===== config.mk =====
export PLATFORM = sky130hd
export DESIGN_NAME = stopwatch_bcd
export DESIGN_NICKNAME = d
export VERILOG_FILES = /design/src/rtl/stopwatch_bcd_pkg.sv /design/src/rtl/btn_pulse.sv /design/src/rtl/stopwatch_bcd.sv
export SDC_FILE = /design/constraint.sdc
export NUM_CORES = 1
export LEC_CHECK = 0
export ABC_AREA = 1
export CELL_PAD_IN_SITES_DETAIL_PLACEMENT = 0
export CELL_PAD_IN_SITES_GLOBAL_PLACEMENT = 1
export CORE_ASPECT_RATIO = 0.8
export CORE_MARGIN = 4
export CORE_UTILIZATION = 46
export CTS_BUF_LIST = sky130_fd_sc_hd__clkbuf_8 sky130_fd_sc_hd__clkbuf_16
export CTS_CLUSTER_DIAMETER = 50
export CTS_CLUSTER_SIZE = 12
export DETAILED_ROUTE_END_ITERATION = 6
export PLACE_DENSITY = 0.92
export SYNTH_ARGS = -nofsm -noshare
export SYNTH_HDL_FRONTEND = slang
export SYNTH_SLANG_ARGS = --single-unit

===== constraint.sdc =====
create_clock -name clk -period 2.22 [get_ports clk]
set_input_delay 0.444 -clock clk [delete_from_list [all_inputs] [get_ports clk]]
set_output_delay 0.444 -clock clk [all_outputs]
set_load 0.02 [all_outputs]

===== src/rtl/stopwatch_bcd_pkg.sv =====
// Shared definitions for the mm:ss stopwatch: FSM encoding, BCD digit limits
// and the carry-chained BCD increment.
package stopwatch_bcd_pkg;

  typedef enum logic [1:0] {
    IDLE  = 2'd0,
    RUN   = 2'd1,
    PAUSE = 2'd2
  } state_t;

  localparam logic [3:0]  UNIT_MAX   = 4'd9;
  localparam logic [3:0]  TENS_MAX   = 4'd5;
  localparam logic [15:0] DIGITS_MAX = {TENS_MAX, UNIT_MAX, TENS_MAX, UNIT_MAX};

  // One-second increment of mm:ss; carries ripple upward within one call.
  function automatic logic [15:0] bcd_inc(input logic [15:0] d);
    logic [15:0] r;
    r = d;
    if (d[3:0] != UNIT_MAX) begin
      r[3:0] = d[3:0] + 4'd1;
    end else begin
      r[3:0] = 4'd0;
      if (d[7:4] != TENS_MAX) begin
        r[7:4] = d[7:4] + 4'd1;
      end else begin
        r[7:4] = 4'd0;
        if (d[11:8] != UNIT_MAX) begin
          r[11:8] = d[11:8] + 4'd1;
        end else begin
          r[11:8] = 4'd0;
          if (d[15:12] != TENS_MAX) r[15:12] = d[15:12] + 4'd1;
          else                      r[15:12] = 4'd0;
        end
      end
    end
    return r;
  endfunction

endpackage


===== src/rtl/btn_pulse.sv =====
// Raw button to one-cycle press pulse: 2-flop synchronizer, counter debouncer
// and rising-edge detector.
module btn_pulse #(
  parameter int DEBOUNCE = 1000000
) (
  input  logic clk,
  input  logic rstn,
  input  logic btn,
  output logic pulse
);

  localparam int CW = (DEBOUNCE > 1) ? $clog2(DEBOUNCE) : 1;
  localparam logic [CW-1:0] CNT_LAST = CW'(DEBOUNCE - 1);

  logic          sync1, sync2;
  logic          level, level_d;
  logic [1:0]    fill;
  logic          armed;
  logic [CW-1:0] cnt;

  always_ff @(posedge clk or negedge rstn) begin
    if (!rstn) begin
      sync1   <= 1'b0;
      sync2   <= 1'b0;
      level   <= 1'b0;
      level_d <= 1'b0;
      fill    <= 2'b00;
      armed   <= 1'b0;
      cnt     <= '0;
    end else begin
      sync1   <= btn;
      sync2   <= sync1;
      fill    <= {fill[0], 1'b1};
      level_d <= level;
      if (sync2 != level) begin
        if (cnt == CNT_LAST) begin
          level <= sync2;
          cnt   <= '0;
        end else begin
          cnt <= cnt + CW'(1);
        end
      end else begin
        cnt <= '0;
      end
      // Only a button seen released after the synchronizer has refilled may
      // produce a press, so one held through reset stays silent.
      if (fill[1] && !sync2 && !level) armed <= 1'b1;
    end
  end

  assign pulse = level & ~level_d & armed;

endmodule


===== src/rtl/stopwatch_bcd.sv =====
// mm:ss BCD stopwatch: start/stop and clear buttons drive an IDLE/RUN/PAUSE
// FSM that gates a one-second prescaler feeding the BCD counter.
module stopwatch_bcd
  import stopwatch_bcd_pkg::*;
#(
  parameter int TICK_DIV = 100000000,
  parameter int DEBOUNCE = 1000000
) (
  input  logic        clk,
  input  logic        rstn,
  input  logic        btn_ss,
  input  logic        btn_clr,
  output logic [15:0] digits,
  output logic        running,
  output logic        wrap
);

  localparam int PW = $clog2(TICK_DIV);
  localparam logic [PW-1:0] PRESC_LAST = PW'(TICK_DIV - 1);

  state_t        state;
  logic [PW-1:0] presc;
  logic          ss_p, clr_p, tick;

  btn_pulse #(.DEBOUNCE(DEBOUNCE)) u_ss  (.clk(clk), .rstn(rstn), .btn(btn_ss),  .pulse(ss_p));
  btn_pulse #(.DEBOUNCE(DEBOUNCE)) u_clr (.clk(clk), .rstn(rstn), .btn(btn_clr), .pulse(clr_p));

  assign tick = (state == RUN) && (presc == PRESC_LAST);

  always_ff @(posedge clk or negedge rstn) begin
    if (!rstn) begin
      state   <= IDLE;
      presc   <= '0;
      digits  <= '0;
      running <= 1'b0;
      wrap    <= 1'b0;
    end else begin
      wrap <= 1'b0;
      if (clr_p) begin
        state   <= IDLE;
        presc   <= '0;
        digits  <= '0;
        running <= 1'b0;
      end else begin
        case (state)
          IDLE: begin
            presc <= '0;
            if (ss_p) begin
              state   <= RUN;
              running <= 1'b1;
            end
          end
          RUN: begin
            // Pausing freezes the prescaler so the partial second resumes.
            if (ss_p) begin
              state   <= PAUSE;
              running <= 1'b0;
            end else if (tick) begin
              presc  <= '0;
              digits <= bcd_inc(digits);
              wrap   <= (digits == DIGITS_MAX);
            end else begin
              presc <= presc + PW'(1);
            end
          end
          PAUSE: begin
            if (ss_p) begin
              state   <= RUN;
              running <= 1'b1;
            end
          end
          default: begin
            state   <= IDLE;
            presc   <= '0;
            running <= 1'b0;
          end
        endcase
      end
    end
  end

endmodule


==> impl_metrics.yaml, run 1 <==
run_status:
  outcome: "complete, no violations"
route:
  wl_mm: 11.3
  ant_nets: 0
  viasPerCell: 5.12
  detail_route.iter0.violations: 324
  via_count: 4476
  routedWlPerCell_um: 12.9
  drc: 0
  firstDrtPassIters: 5
critical_path:
  start_kind: "flip-flop"
  worstPathArrival_ps: 1430
  worstSetupPathType: "flip-flop to primary output"
  required_ps: 1780
  slowest_delay_ps: 650
  crit_fanout: 6
  crit_slowest_cell: "clkdlybuf4s50_1"
  crit_chain: "clkdlybuf4s50_1"
  startpoint: "digits[8]"
  cp_top_family: "buffers and inverters"
  r2r_slack_ps: 420
  path_buf_inv: 1
  r2r-start: "u_clr.level"
  cp-end-kind: "primary output"
cts:
  post_cts_resized: 0
  numCtsBuffers: 9
  cts_setup_buffers: 0
  clk_latency_ps: 340
  cts_tree: "yes"
  clk_pin_slew_ps: 60
  holdBufCountCts: 0
  htreeDepth: 3
  clock-root-buffer: "clkbuf_16"
  cts_sinks: 99
  ctsLongestPathBuffers: 2
global_route:
  grt_pass1_wl_mm: 20.1
  antenna_found_initial: 0
  grt_util_all_layers_pct: 17.9
  grt_max_degree: 32
  gr-total-overflow: 0
  grt_pass1_vias: 4353
sta:
  rsz0062_at_grt: "false"
  max_freq_mhz: 533
  finalHoldViolations: 0
  skew_ps: 5.40
  finalSetupViolCount: 0
  setup_tns_ps: 0
  drv_slew: 0
  period_needed_ps: 1870
  setup_slack_ps: 345
  hold_ws_ps: 29.6
  finalCritPeriodShare_pct: 84.5
cells_and_area:
  layout_commonest_cell: "nand2_1"
  num-nets-final: 737
  area_growth_pct: 12.6
  utilization_pct: 53.1
  drive_gt1_share_pct: 11.0
  mostFrequentLayoutCells: "138 x nand2_1, 121 x nor2_1, 99 x dfrtp_1"
  final_cells: 875
  antenna_cells: 0
  postLayoutCellArea_um2: 6140
place:
  place_hpwl_mm: 8.32
  numPortBuffers: 21
  dpl_cell_area_um2: 5830
  place_ws_ps: 431
  finalWeightedCongestion: 0.876
  dp_cells: 859
synth:
  synth_top_cell_area_share_pct: 45.5
  yosys.area.top_type: "dfrtp_1"
  synth_area_leaders: "dfrtp_1 45%, nand2_1 9.5%, nor2_1 8.3%"
  synthCells: 690
  syn_area_per_cell_um2: 7.90
  netlist_area_um2: 5450
  seq_area_frac_synth_pct: 45.5
  yosysUniqueCellTypes: 38
  mappedNetlistNets: 705
  yosys_warnings: 0
  ys_ff_latch: 99
die:
  fp.dieH_um: 105
  io_pins: 22
  die_area_um2: 13700
  start_util_pct: 47.1
  rows: 35
  core_area_um2: 11600
  die_w_um: 130
power:
  leakagePower_nw: 2.65
  vdd_drop_max_mv: 0.347
  total_power_mw: 3.50
  power.density_nw_per_um2: 570
job:
  drv_cap: 0
worst_hold_path:
  worstHoldPathType: "input port to async pin"
worst paths after layout:
kind / endpoint / cells past startpoint
hold reg to reg: u_clr.fill[1] / 0
setup reg to reg: presc[15] / 9
min in group clk: u_clr.fill[1] / 0
hold / removal: u_clr.cnt[13] / 1
max in group asynchronous: digits[1] / 2
setup / recovery: digits[8] / 1
cell usage after synthesis:
| library cell | n |
|---|---|
| xor2_1 | 21 |
| buf_4 | 2 |
| or2_1 | 1 |
| xnor2_1 | 5 |
| nand3b_1 | 2 |
| inv_1 | 82 |
| nor4_1 | 2 |
| o21ai_1 | 2 |
| or2_2 | 12 |
| nand3_1 | 38 |
| nand2_4 | 3 |
| dfrtp_1 | 99 |
| o21bai_1 | 3 |
| nor2_1 | 121 |
| nor2b_4 | 1 |
| conb_1 | 1 |
| nor2_4 | 4 |
| a211oi_1 | 1 |
| a41oi_1 | 1 |
| nand2_2 | 7 |
| buf_2 | 1 |
| o21ai_0 | 28 |
| nor3_4 | 1 |
| ha_1 | 11 |
| a21o_1 | 4 |
| buf_6 | 3 |
| nand3_2 | 7 |
| nor3_1 | 28 |
| nand4_1 | 23 |
| a31oi_1 | 2 |
| nor3_2 | 1 |
| buf_12 | 1 |
| inv_6 | 1 |
| nand2_1 | 138 |
| nor2_2 | 16 |
| inv_2 | 3 |
| nor3b_1 | 4 |
| a21oi_1 | 10 |
power by group:
group | leakage (nW) | internal [mW] | switching [mW]
Combinational | 1.16 | 0.0234 | 0.0618
Sequential | 1.35 | 1.82 | 0.00886
Clock | 0.137 | 0.902 | 0.685
Total | 2.65 | 2.74 | 0.756
sequential cells by signal, indices dropped and copies added (netlist names):
register,flops
digits,16
presc,27
running,1
state,2
u_clr.armed,1
u_clr.cnt,20
u_clr.fill,2
u_clr.level,1
u_clr.level_d,1
u_clr.sync1,1
u_clr.sync2,1
u_ss.armed,1
u_ss.cnt,20
u_ss.level,1
u_ss.level_d,1
u_ss.sync1,1
u_ss.sync2,1
wrap,1
layout make-up:
| type | instances | area (um2) |
|---|---|---|
| Clock inverter | 6 | 65.1 |
| Inverter | 86 | 328 |
| Clock buffer | 10 | 239 |
| Timing Repair Buffer | 28 | 273 |
| Fill cell | 1057 | 5430 |
| Multi-Input combinational cell | 498 | 2570 |
| Tap cell | 148 | 185 |
| Sequential cell | 99 | 2480 |
layer usage:
metal	routed length (um)	vias up	share of wire, %	GRT usage, %
met5	0	-	0	0
met4	116	0	1.0	4.60
met3	625	10	5.5	4.26
met2	4890	111	43	27.0
met1	5650	2101	50	25.9
li1	-	2254	-	-
logic make-up (layout without fill, tap and decap cells):
group	count (synthesis)	after routing	share of synthesized area, %
DFF	99	99	45.5
adders and majority gates	11	11	2.53
AOI/OAI and AO/OA	51	51	5.17
and+or+nand+nor	409	409	35.2
other	1	1	0.0688
xor gates and xnor gates	26	26	4.18
buffers and inverters	93	130	7.37
No activity file was read; power rests on OpenSTA's default activity.
==> run 2, diff against run 1 <==
- CORE_UTILIZATION: 46 -> 42
- PLACE_DENSITY: 0.92 -> 0.89
- clock period: 2.22 -> 1.68 ns (I/O delays scaled with it)
==> run 2 against run 1 <==
Worst hold slack better by 320 ps. Clock skew is 1.4 ps higher. First-iteration DRC count is 5.6% higher. Design area rose by 10%. Utilization rose by 1.4 points. Wire length rose by 11%. Clock-buffer cell count stayed put. Non-clock buffer count rose by 47. Combinational power is 56% higher. Clock power up 28%. Sequential share of layout area fell by 3.7 points. Die area increased by 8.9%. Critical path type unchanged.
==> impl_metrics.yaml, run 2 (synthesized netlist as in run 1, its figures left out) <==
job:
  drv_cap: 0
sta:
  skew_ps: 6.78
  finalSetupViolCount: 0
  period_needed_ps: 1620
  finalCritPeriodShare_pct: 96.5
  drv_slew: 0
  max_freq_mhz: 617
  finalHoldViolations: 0
  rsz0062_at_grt: "true"
  setup_slack_ps: 59.6
power:
  p_seq_share_pct: 52.6
  switching_share_pct: 23.4
  power.density_nw_per_um2: 678
  leakagePower_nw: 3.01
  p_sw_mw: 1.07
  p_int_mw: 3.52
  power_frac_comb_pct: 2.9
  clock_power_share_pct: 44.5
  vdd_drop_max_mv: 0.538
cells_and_area:
  largest_register_ffs: 27
  largest_register: "presc"
  seq_area_um2: 2480
  largestRegisters: "presc (27), u_clr.cnt (20), u_ss.cnt (20)"
  layout_commonest_cell: "nand2_1"
  drive_gt1_share_pct: 22.3
  area_growth_pct: 24.2
  final_cells: 946
  antenna_cells: 0
  multiInputGateArea_um2: 2810
  fillers: 1153
  num-nets-final: 785
  mostFrequentLayoutCells: "126 x nand2_1, 109 x nor2_1, 95 x dfrtp_1"
critical_path:
  start_kind: "flip-flop"
  path_buf_inv: 1
  r2r-start: "u_clr.cnt[0]"
  cp_top_family: "buffers and inverters"
  worstPathArrival_ps: 1280
  startpoint: "wrap"
  crit_fanout: 1
  slowest_delay_ps: 600
  worstSetupPathType: "flip-flop to primary output"
  cp-end-kind: "primary output"
  required_ps: 1340
  crit_slowest_cell: "clkdlybuf4s50_1"
  crit_chain: "clkdlybuf4s50_1"
cts:
  cts_tree: "yes"
  clock-root-buffer: "clkbuf_16"
  numCtsBuffers: 9
  ctsLongestPathBuffers: 2
  clk_latency_ps: 360
  htreeDepth: 3
  cts_sinks: 99
  clk_pin_slew_ps: 70
route:
  viasPerCell: 5.01
  ant_nets: 0
  drc: 0
  wl_mm: 12.5
  via_count: 4744
  detail_route.iter0.violations: 342
  firstDrtPassIters: 4
  routedWlPerCell_um: 13.2
place:
  finalWeightedCongestion: 0.839
  place_hpwl_mm: 8.88
  numPortBuffers: 21
  dp_cells: 914
  place_ws_ps: -9.98
die:
  start_util_pct: 43.8
  fp.dieH_um: 110
  core_area_um2: 12400
  rows: 36
  die_w_um: 135
  die_area_um2: 14900
  io_pins: 22
global_route:
  antenna_found_initial: 0
  grt_pass1_vias: 4533
  grt_pass1_wl_mm: 20.9
  grt_util_all_layers_pct: 17.5
  gr-total-overflow: 0
  grt_max_degree: 35
worst_hold_path:
  worstHoldPathType: "flip-flop to flip-flop"
  hp-start: "u_clr.fill[0]"
run_status:
  outcome: "complete, no violations"
run 2: worst paths after layout:
path / end / slack (ps) / cells past startpoint
setup reg to reg: u_clr.cnt[7] / 60 / 10
min in group asynchronous: u_clr.cnt[5] / 430 / 2
hold reg to reg: u_clr.fill[1] / 350 / 0
hold / removal: u_clr.fill[1] / 350 / 0
setup / recovery: wrap / 60 / 1
max in group asynchronous: u_ss.cnt[6] / 730 / 3
run 2: layout make-up:
class	count	share of cell area, %
Sequential cell	99	36.7
Tap cell	171	3.16
Inverter	86	5.05
Clock inverter	6	0.850
Multi-Input combinational cell	499	41.5
Timing Repair Buffer	75	9.26
Clock buffer	10	3.53
run 2: stage by stage:
step / TNS (ps) / area (um2) / power (mW) / hold WS (ps) / util [%]
finish: 0 / 6770 / 4.59 / 350 / 54.4
global route: -506 / 6770 / 4.76 / 361 / 54.4
CTS: 0 / 6420 / 4.63 / 351 / 51.6
detailed placement: -10.3 / 6110 / 2.58 / 276 / 49.2
global placement: 0 / 6110 / 2.58 / 267 / 49.2
floorplan: 0 / 5450 / 2.49 / 40.4 / -
run 2: repair_timing:
action | in CTS | in global routing
pin swaps | 0 | 19
endpoints found under the setup margin | 33 | 72
gates resized for setup | 20 | 69
buffers inserted | 1 | 14
gates cloned | 0 | 1
endpoints found under the hold margin | 21 | 0
hold buffers | 1 | 0
run 2: power groups by stage:
stage	Clock, mW	Combinational, mW	Sequential [mW]
6_report	2.04	0.133	2.41
2_1_floorplan	0	0.0358	2.46
5_1_grt	2.19	0.156	2.42
3_5_place_dp	0	0.126	2.46
3_3_place_gp	0	0.121	2.46
4_1_cts	2.09	0.129	2.41
run 2: metal layers:
metal	global-route usage [%]	routed length (um)	vias to the layer above	part of all wire [%]
li1	-	-	2366	-
met1	23.4	5900	2255	47
met2	28.3	5770	110	46
met3	4.67	685	13	5.5
met4	4.82	133	0	1.1
met5	0	0	-	0
==> run 3, diff against run 2 <==
- ABC_CLOCK_PERIOD_IN_PS: unset -> 1680
- HOLD_SLACK_MARGIN: unset -> 0.03
==> results of run 3 <==
Final layout, timing and power as in run 2 (identical DEF).
